--- config.mk ---
export PLATFORM = sky130hd
export DESIGN_NAME = regfile_wb_arbiter_flat
export DESIGN_NICKNAME = d
export VERILOG_FILES = /design/src/rtl/regfile_wb_arbiter_if.sv /design/src/rtl/regfile_wb_arbiter.sv /design/src/flat_wrapper.sv
export SDC_FILE = /design/constraint.sdc
export NUM_CORES = 1
export LEC_CHECK = 0
export BUFFER_PORTS_ARGS = -buffer_cell sky130_fd_sc_hd__buf_4
export CAP_MARGIN = 10
export CORE_MARGIN = 2
export CORE_UTILIZATION = 50
export DETAILED_ROUTE_END_ITERATION = 8
export PLACE_DENSITY = 0.69
export SYNTH_ARGS = -nofsm -noshare
export SYNTH_HDL_FRONTEND = slang
export SYNTH_SLANG_ARGS = --single-unit
--- constraint.sdc ---
create_clock -name clk -period 5.4 [get_ports clk]
set_input_delay 1.08 -clock clk [delete_from_list [all_inputs] [get_ports clk]]
set_output_delay 1.08 -clock clk [all_outputs]
set_load 0.02 [all_outputs]
--- src/rtl/regfile_wb_arbiter_if.sv ---
// Bundle of the two write-back lanes and the two regfile write ports
// seen by the write-back arbiter.
interface regfile_wb_arbiter_if #(
  parameter int WIDTH = 32
);
  // Upstream write-back lanes (lane1 is the younger one)
  logic             wb0_valid_i;
  logic [4:0]       wb0_addr_i;
  logic [WIDTH-1:0] wb0_data_i;
  logic             wb1_valid_i;
  logic [4:0]       wb1_addr_i;
  logic [WIDTH-1:0] wb1_data_i;
  logic             wb_ready_o;

  // Regfile write ports: port0 serves the even bank, port1 the odd bank
  logic [4:0]       wa0_o;
  logic             we0_o;
  logic [WIDTH-1:0] wd0_o;
  logic [4:0]       wa1_o;
  logic             we1_o;
  logic [WIDTH-1:0] wd1_o;
  logic             conflict_i;

  // Hazard/status towards the issue stage
  logic [31:0]      pending_o;
  logic             idle_o;

  // Arbiter side
  modport slave (
    input  wb0_valid_i, wb0_addr_i, wb0_data_i,
    input  wb1_valid_i, wb1_addr_i, wb1_data_i,
    input  conflict_i,
    output wb_ready_o,
    output wa0_o, we0_o, wd0_o,
    output wa1_o, we1_o, wd1_o,
    output pending_o, idle_o
  );

  // Environment side (write-back stage plus regfile)
  modport master (
    output wb0_valid_i, wb0_addr_i, wb0_data_i,
    output wb1_valid_i, wb1_addr_i, wb1_data_i,
    output conflict_i,
    input  wb_ready_o,
    input  wa0_o, we0_o, wd0_o,
    input  wa1_o, we1_o, wd1_o,
    input  pending_o, idle_o
  );
endinterface

--- src/rtl/regfile_wb_arbiter.sv ---
// Write-back arbiter in front of the even/odd banked register file.
// Two lanes in, one write per bank out per cycle. Writes that cannot be
// issued immediately wait in a per-bank FIFO; a register always maps to
// the same bank, so per-register write order is preserved.
module regfile_wb_arbiter #(
  parameter int WIDTH   = 32,
  parameter int DEPTH   = 4,
  parameter bit DROP_R0 = 1'b1
) (
  input logic                clk,
  input logic                rst_n,
  regfile_wb_arbiter_if.slave bus
);

  localparam int PW = $clog2(DEPTH);

  typedef logic [PW-1:0] ptr_t;
  typedef logic [PW:0]   cnt_t;

  typedef struct packed {
    logic [4:0]       addr;
    logic [WIDTH-1:0] data;
  } wr_t;

  // Per-bank FIFO storage and bookkeeping (index = bank = addr[0])
  wr_t  mem [2][DEPTH];
  ptr_t rd_ptr [2];
  ptr_t wr_ptr [2];
  cnt_t cnt    [2];

  logic       ready;
  logic       acc0, acc1;
  logic       keep0, keep1;
  wr_t        lane0, lane1;
  logic [1:0] hit0, hit1;

  logic [1:0] issue;
  logic [1:0] pop;
  wr_t        issue_wr [2];
  logic [1:0] push_n   [2];
  wr_t        push_a   [2];
  wr_t        push_b   [2];
  logic [31:0] pending;

  // Ready depends on registered counts only; at most one net push per bank
  // per cycle keeps a FIFO at DEPTH-1 from overflowing.
  assign ready = (cnt[0] < cnt_t'(DEPTH)) && (cnt[1] < cnt_t'(DEPTH));

  // A lane is taken only out of reset so a held request cannot fire a write
  // enable while rst_n is low.
  assign acc0 = bus.wb0_valid_i && ready && rst_n;
  assign acc1 = bus.wb1_valid_i && ready && rst_n;

  // r0 writes vanish; a same-address pair keeps only the younger lane1 value.
  assign keep0 = acc0 && !(DROP_R0 && (bus.wb0_addr_i == 5'd0))
                      && !(acc1 && (bus.wb0_addr_i == bus.wb1_addr_i));
  assign keep1 = acc1 && !(DROP_R0 && (bus.wb1_addr_i == 5'd0));

  assign lane0 = '{addr: bus.wb0_addr_i, data: bus.wb0_data_i};
  assign lane1 = '{addr: bus.wb1_addr_i, data: bus.wb1_data_i};

  // Route each surviving lane to its bank
  // NOTE: every always_comb output gets a default first so no path leaves it
  // unassigned; otherwise synthesis infers a latch.
  always_comb begin
    hit0 = '0;
    hit1 = '0;
    hit0[lane0.addr[0]] = keep0;
    hit1[lane1.addr[0]] = keep1;
  end

  // Per-bank issue selection: FIFO head first, then incoming in age order;
  // whatever is not issued is pushed, lane0 ahead of lane1.
  always_comb begin
    for (int b = 0; b < 2; b++) begin
      issue[b]    = 1'b0;
      pop[b]      = 1'b0;
      issue_wr[b] = '0;
      push_n[b]   = 2'd0;
      push_a[b]   = '0;
      push_b[b]   = '0;
      if (cnt[b] != '0) begin
        issue[b]    = 1'b1;
        pop[b]      = 1'b1;
        issue_wr[b] = mem[b][rd_ptr[b]];
        if (hit0[b] && hit1[b]) begin
          push_a[b] = lane0;
          push_b[b] = lane1;
          push_n[b] = 2'd2;
        end else if (hit0[b]) begin
          push_a[b] = lane0;
          push_n[b] = 2'd1;
        end else if (hit1[b]) begin
          push_a[b] = lane1;
          push_n[b] = 2'd1;
        end
      end else if (hit0[b]) begin
        issue[b]    = 1'b1;
        issue_wr[b] = lane0;
        if (hit1[b]) begin
          push_a[b] = lane1;
          push_n[b] = 2'd1;
        end
      end else if (hit1[b]) begin
        issue[b]    = 1'b1;
        issue_wr[b] = lane1;
      end
    end
  end

  // FIFO pointers and occupancy
  // NOTE: sequential state uses non-blocking assignments so every register
  // samples pre-edge values regardless of statement order.
  always_ff @(posedge clk or negedge rst_n) begin
    if (!rst_n) begin
      for (int b = 0; b < 2; b++) begin
        rd_ptr[b] <= '0;
        wr_ptr[b] <= '0;
        cnt[b]    <= '0;
      end
    end else begin
      for (int b = 0; b < 2; b++) begin
        wr_ptr[b] <= wr_ptr[b] + ptr_t'(push_n[b]);
        rd_ptr[b] <= rd_ptr[b] + ptr_t'(pop[b]);
        cnt[b]    <= cnt[b] + cnt_t'(push_n[b]) - cnt_t'(pop[b]);
      end
    end
  end

  // FIFO storage writes, up to two consecutive slots per bank per cycle
  // NOTE: storage is deliberately not reset; the counts decide which slots are
  // live, so clearing the array would only cost reset fan-out.
  always_ff @(posedge clk) begin
    for (int b = 0; b < 2; b++) begin
      if (push_n[b] != 2'd0) mem[b][wr_ptr[b]] <= push_a[b];
      if (push_n[b] == 2'd2) mem[b][wr_ptr[b] + ptr_t'(1)] <= push_b[b];
    end
  end

  // Scoreboard bits: every live FIFO entry marks its destination register,
  // including the head that is issuing this cycle.
  always_comb begin
    pending = '0;
    for (int b = 0; b < 2; b++) begin
      for (int i = 0; i < DEPTH; i++) begin
        if (cnt_t'(i) < cnt[b]) pending[mem[b][rd_ptr[b] + ptr_t'(i)].addr] = 1'b1;
      end
    end
  end

  assign bus.wb_ready_o = ready;
  assign bus.we0_o      = issue[0];
  assign bus.wa0_o      = issue_wr[0].addr;
  assign bus.wd0_o      = issue_wr[0].data;
  assign bus.we1_o      = issue[1];
  assign bus.wa1_o      = issue_wr[1].addr;
  assign bus.wd1_o      = issue_wr[1].data;
  assign bus.pending_o  = pending;
  assign bus.idle_o     = (cnt[0] == '0) && (cnt[1] == '0);

  // Structural invariants of the banked steering
  always @(posedge clk) begin
    if (rst_n) begin
      assert (!bus.conflict_i || !(bus.we0_o && bus.we1_o));
      assert (!bus.we0_o || !bus.wa0_o[0]);
      assert (!bus.we1_o || bus.wa1_o[0]);
      for (int b = 0; b < 2; b++) begin
        assert (!((push_n[b] != 2'd0) && (cnt[b] == cnt_t'(DEPTH))));
      end
    end
  end

endmodule

--- src/flat_wrapper.sv ---
// flat-port wrapper written by rule: the top's interface ports become plain ports
module regfile_wb_arbiter_flat 
#(
  parameter int WIDTH   = 32,
  parameter int DEPTH   = 4,
  parameter bit DROP_R0 = 1'b1
)
  (clk, rst_n, bus_wb0_valid_i, bus_wb0_addr_i, bus_wb0_data_i, bus_wb1_valid_i, bus_wb1_addr_i, bus_wb1_data_i, bus_conflict_i, bus_wb_ready_o, bus_wa0_o, bus_we0_o, bus_wd0_o, bus_wa1_o, bus_we1_o, bus_wd1_o, bus_pending_o, bus_idle_o);
  regfile_wb_arbiter_if #(.WIDTH(WIDTH)) bus_i ();
  input logic clk;
  input logic rst_n;
  input wire logic [$bits(bus_i.wb0_valid_i)-1:0] bus_wb0_valid_i;
  input wire logic [$bits(bus_i.wb0_addr_i)-1:0] bus_wb0_addr_i;
  input wire logic [$bits(bus_i.wb0_data_i)-1:0] bus_wb0_data_i;
  input wire logic [$bits(bus_i.wb1_valid_i)-1:0] bus_wb1_valid_i;
  input wire logic [$bits(bus_i.wb1_addr_i)-1:0] bus_wb1_addr_i;
  input wire logic [$bits(bus_i.wb1_data_i)-1:0] bus_wb1_data_i;
  input wire logic [$bits(bus_i.conflict_i)-1:0] bus_conflict_i;
  output wire logic [$bits(bus_i.wb_ready_o)-1:0] bus_wb_ready_o;
  output wire logic [$bits(bus_i.wa0_o)-1:0] bus_wa0_o;
  output wire logic [$bits(bus_i.we0_o)-1:0] bus_we0_o;
  output wire logic [$bits(bus_i.wd0_o)-1:0] bus_wd0_o;
  output wire logic [$bits(bus_i.wa1_o)-1:0] bus_wa1_o;
  output wire logic [$bits(bus_i.we1_o)-1:0] bus_we1_o;
  output wire logic [$bits(bus_i.wd1_o)-1:0] bus_wd1_o;
  output wire logic [$bits(bus_i.pending_o)-1:0] bus_pending_o;
  output wire logic [$bits(bus_i.idle_o)-1:0] bus_idle_o;
  assign bus_i.wb0_valid_i = bus_wb0_valid_i;
  assign bus_i.wb0_addr_i = bus_wb0_addr_i;
  assign bus_i.wb0_data_i = bus_wb0_data_i;
  assign bus_i.wb1_valid_i = bus_wb1_valid_i;
  assign bus_i.wb1_addr_i = bus_wb1_addr_i;
  assign bus_i.wb1_data_i = bus_wb1_data_i;
  assign bus_i.conflict_i = bus_conflict_i;
  assign bus_wb_ready_o = bus_i.wb_ready_o;
  assign bus_wa0_o = bus_i.wa0_o;
  assign bus_we0_o = bus_i.we0_o;
  assign bus_wd0_o = bus_i.wd0_o;
  assign bus_wa1_o = bus_i.wa1_o;
  assign bus_we1_o = bus_i.we1_o;
  assign bus_wd1_o = bus_i.wd1_o;
  assign bus_pending_o = bus_i.pending_o;
  assign bus_idle_o = bus_i.idle_o;
  regfile_wb_arbiter #(.WIDTH(WIDTH), .DEPTH(DEPTH), .DROP_R0(DROP_R0)) u_core (.clk(clk), .rst_n(rst_n), .bus(bus_i));
endmodule
=== Word-level counts from Yosys, hierarchy flattened ===
Memory sizes are Yosys's and may differ from the RTL's.
Index checks and enable logic that the tools add are counted.

* Memories: 1
* RAM bits: 296
* Register bits: 14
* Bits of input ports: 79
* Output and inout port bits: 110
* Word-level logic and storage cells: 824

* Add/subtract/negate cells: 16
* Eq/ne operators: 3
* Bitwise gates (word level): 317
* Reduce and logical (&&, ||, !) cells: 37
* Magnitude comparators: 46
* Muxes and demuxes: 398

{| class="wikitable"
|+ Memory list
! memory !! depth !! bits a word !! rd ports !! clocked after memory_dff !! write ports !! line !! source
|-
| u_core.mem || 2 || 148 || 2 || 0 || 2 || regfile_wb_arbiter.sv:26 || <nowiki>wr_t mem [2][DEPTH];</nowiki>
|}

{| class="wikitable"
|+ Operators by type and width
! cell !! number
|-
| $mux 37 || 36
|-
| $bmux 37 s2 || 8
|-
| $mux 148 || 4
|-
| $mux 1 || 320
|-
| $demux 37 s2 || 4
|-
| $or 1x1->1 || 296
|-
| $mux 32 || 8
|-
| $or 32x32->32 || 7
|-
| $lt 5x6->1 const B || 8
|-
| $demux 1 s5 || 8
|-
| $ge 5x1->1 const B || 8
|-
| $ge 3x3->1 const B || 12
|-
| $not 2->3 || 12
|-
| $logic_and 1x1->1 || 26
|-
| $mux 2 || 8
|-
| $lt 1x3->1 const A || 4
|-
| $lt 2x3->1 const A || 4
|-
| $lt 3x1->1 const B || 4
|-
| $logic_not 5->1 || 2
|-
| $add 2x1->2 const B || 4
|-
| $add 2x2->2 const B || 4
|-
| $add 3x2->3 || 2
|-
| $logic_not 3->1 || 2
|-
| $lt 3x3->1 const B || 2
|-
| 12 further kinds || 24
|}

=== Logic depth before layout (Yosys ltp) ===
* Depth in word-level cells: 23
* Depth in mapped cells: 16

=== Least setup slack after synthesis ===
No wires, ideal clock.

* Path type: input port to flip-flop
* Start: input bus_wb0_addr_i[0]
* End: memory u_core.mem[0][0] in the netlist's numbering (enable)
* Arrival: 4.700 ns
* Library setup time: 0.444 ns
* Stages on the path: 10
* Path slack: 0.256 ns
* Path buffers: 4
* Cell sequence: clkbuf_1 > nor4b_2 > o21ai_1 > inv_1 > buf_2 > buf_1 > ha_1 > clkbuf_1 > o21ai_0 > a21oi_1

{| class="wikitable"
|+ RTL lines
! item !! line !! source
|-
| start: declaration || flat_wrapper.sv:13 || <nowiki>input wire logic [$bits(bus_i.wb0_addr_i)-1:0] bus_wb0_addr_i;</nowiki>
|-
| end: declaration || regfile_wb_arbiter.sv:26 ||
|}

=== Worst setup path after layout ===
* Start: register u_core.rd_ptr[0] in the netlist's numbering
* End: output bus_pending_o[28]

* Word-level cells in the longest chain between the ends: 16

{| class="wikitable"
|+ Ends and longest elaborated chain
! item !! line !! source
|-
| start: declaration || regfile_wb_arbiter.sv:27 || <nowiki>ptr_t rd_ptr [2];</nowiki>
|-
| start signal: indexed assignment || regfile_wb_arbiter.sv:124 || <nowiki>rd_ptr[b] <= rd_ptr[b] + ptr_t'(pop[b]);</nowiki>
|-
| branches (longest 15 deep; another with $lt 5x6->1) || n/a ||
|-
| $mux 32 * || regfile_wb_arbiter.sv:146 || <nowiki>if (cnt_t'(i) < cnt[b]) pending[mem[b][rd_ptr[b] + ptr_t'(i)].addr] = 1'b1;</nowiki>
|-
| end: declaration || flat_wrapper.sv:26 || <nowiki>output wire logic [$bits(bus_i.pending_o)-1:0] bus_pending_o;</nowiki>
|}

Every way passes the cells marked *. The select of a mux whose other input is x is not followed.

==> metrics.yaml <==
logic_synthesis:
  syn_area_sq_um: 19800
  yosys.area.top_type: "edfxtp_1"
  ys_async_sr_fraction_pct: 4.52
  syn_area_per_cell_sq_um: 11.3
  syn_nets: 1849
  synthFlopType: "edfxtp_1"
  synth_edf_count: 296
  synth_area_leaders: "edfxtp_1, a22o_1, mux4_2"
  ys_seq_area_share_pct: 46.7
  synthCells: 1754
  ys_ff_latch: 310
  yosys_warnings: 0
  synth_top_area_share_pct: 44.9
  ys_types: 69
clock_tree:
  hold_buffers: 0
  clk_pin_slew_worst_paths_ns: 0.06
  clkSinkCount: 310
  cts_root_buf: "clkbuf_16"
  cts_buffers: 35
  cts_htree_levels: 2
  cts_buffer_depth: 3
  clk_latency_ns: 0.56
  cts_tree: "built"
  postCtsSetupRepairBufs: 0
  cts.repair.resized: 0
drt:
  ant_nets: 0
  drt-total-wl_mm: 75.1
  firstDrtPassIters: 6
  routedWlPerCell_microns: 31.8
  vias: 17100
  vias_per_cell: 7.22
  drc: 0
  drt_iter0_drc: 2229
floorplan:
  die_area_sq_um: 41200
  fp-row-count: 72
  dieWidth_microns: 203
  ioPinCount: 189
  floorplan.initialDensity_pct: 51.0
  core_area_sq_um: 38800
  fp.dieH_microns: 203
setup_path:
  crit_family: "flip-flops"
  critical_path_class: "register to output port"
  end_kind: "output port"
  reg2reg_slack_ns: 1.29
  path_max_fanout: 32
  path_buf_inv: 2
  cp_data_arrival_time_ns: 3.76
  required_ns: 4.32
  crit_slowest_cell: "dfrtp_4"
  max_stage_delay_ns: 0.84
  rr_startpoint: "u_core.cnt[5]"
  crit_top_cell: "buf_4"
  worst-r2r-cell-count: 10
  cp_cell_sequence: "buf_4 -> mux4_2 -> nand2_1 -> o221ai_1 -> or4_1 -> buf_4"
  rr_endpoint: "u_core.mem[0][54]"
  worst-path-stages: 6
  setup.worst_path.start_class: "register"
sta:
  maxSlewHeadroom_pct: 18.1
  setup_tns_ns: 0
  fmax_mhz: 207
  fin_crit_sh_pct: 89.7
  skew_ns: 0.0139
  setup_violations: 0
  tightest_slew_ns: 1.22
  rsz0062_at_grt: "no"
  timing.final.ws_setup_ns: 0.558
  hold_viol: 0
  fin_crit_ns: 4.84
  maxSlewViolCount: 0
final_layout:
  nets: 1915
  fin_util_pct: 58.1
  drive_above_1_share_pct: 24.2
  design_area_sq_um: 22600
  area_growth_pct: 14.1
power_and_ir_drop:
  p_leak_nw: 7.91
  vdd_drop_max_v: 0.000288
  p_per_area_nw_per_um2: 558
run:
  drv_cap: 0
global_route:
  overflow: 0
  grt_pass1_vias: 16900
  grt_usage_pct: 36.1
  grt_pass1_wl_mm: 110
  antenna_found_initial: 2
  grt_max_degree: 69
placement:
  hpwl_mm: 48.6
  place_worst_setup_slack_ns: 0.903
  place_area_sq_um: 21500
  portBuffers: 187
  place_congestion: 1.04
outcome:
  status: "complete, no violations"
worst_hold_path:
  hp-class: "primary input to asynchronous set/reset pin"
[power breakdown]
group | internal (mW) | leakage (nW) | switching (mW)
clock network | 1.34 | 0.526 | 0.997
registers | 2.83 | 2.92 | 0.358
logic | 2.65 | 4.46 | 4.43
total | 6.82 | 7.91 | 5.79
[logic make-up after synthesis]
family,after synthesis,share of synthesized area (%)
buffers and inverters,234,5.45
adder cells (fa/ha/maj),16,1.09
AO/OA/AOI/OAI,526,20.7
flip-flops,310,46.7
XOR/XNOR,15,0.664
multiplexers,131,12.9
AND/OR/NAND/NOR,522,12.5
[cell usage in the layout, fill, tap and decap left out, types with 35 or more instances in the layout]
master	netlist	routed
clkbuf_16	0	35
edfxtp_1	296	296
nand2_1	157	157
nand3_1	98	98
a31oi_1	75	75
mux4_2	96	96
a22o_1	292	288
buf_4	25	227
o22ai_1	70	70
nor2_1	142	134
[worst reg2reg max path, cell delays in order, from the launching register on]
cell	delay (ns)
dfrtp_1	0.55
nor2_1	0.42
nor4b_2	0.48
o21ai_4	0.11
inv_1	0.12
buf_4	0.27
ha_1	0.44
o21ai_1	0.34
nor2b_4	0.54
buf_4	0.47
a22o_1	0.23
[metal layers]
| metal | global-route usage, % | wire length (microns) | up-vias |
|---|---|---|---|
| met5 | 0 | 0 | - |
| met1 | 47.2 | 27900 | 8490 |
| met4 | 17.5 | 3290 | 0 |
| met2 | 57.0 | 35200 | 1295 |
| li1 | - | - | 7084 |
| met3 | 8.27 | 8780 | 217 |
[metrics by stage]
step	instances	hold slack [ns]	power, mW
after floorplan	1754	0.477	7.49
after global placement	2301	0.655	10.2
after detailed placement	2301	0.670	10.2
after CTS	2363	0.423	12.5
after global routing	2365	0.433	13.0
final	2365	0.423	12.6
[how the worst max path moves through the flow]
stage / from / slack [ns] / to
floorplan: bus_wb0_addr_i[0] / 0.26 / u_core.mem[0][0]
global placement: rst_n / 0.93 / u_core.mem[0][40]
detailed placement: rst_n / 0.90 / u_core.mem[0][44]
CTS: u_core.rd_ptr[0] / 0.54 / bus_pending_o[28]
global route: u_core.rd_ptr[0] / 0.38 / bus_pending_o[28]
finish: u_core.rd_ptr[0] / 0.56 / bus_pending_o[28]
[layout make-up]
class	instances	area, sq um
fillers	3216	16200
inverters	29	109
clock buffers	52	960
multi-input cells	1210	9620
diodes	2	5.00
clock inverters	10	140
well taps	518	648
flip-flops and latches	310	9250
repair buffers	234	1840
[state kept, by name (all words and copies together) (netlist names)]
signal and cells:
u_core.rd_ptr 4, u_core.cnt 6, u_core.wr_ptr 4, u_core.mem 296
[synthesized netlist by cell type, drive strengths merged, types with 11 or more instances]
library cell  instances
edfxtp              296
a22o                292
nand2               165
nor2                143
buf                 126
nand3                99
mux4                 96
clkbuf               79
a31oi                76
o22ai                70
inv                  29
a21oi                21
o21ai                20
mux2                 19
mux2i                16
nor2b                15
and2                 14
dfrtp                14
ha                   14
nor3                 13
nand2b               12
nand3b               12
or4                  11
Note: power is estimated with default switching activity, not from simulation.
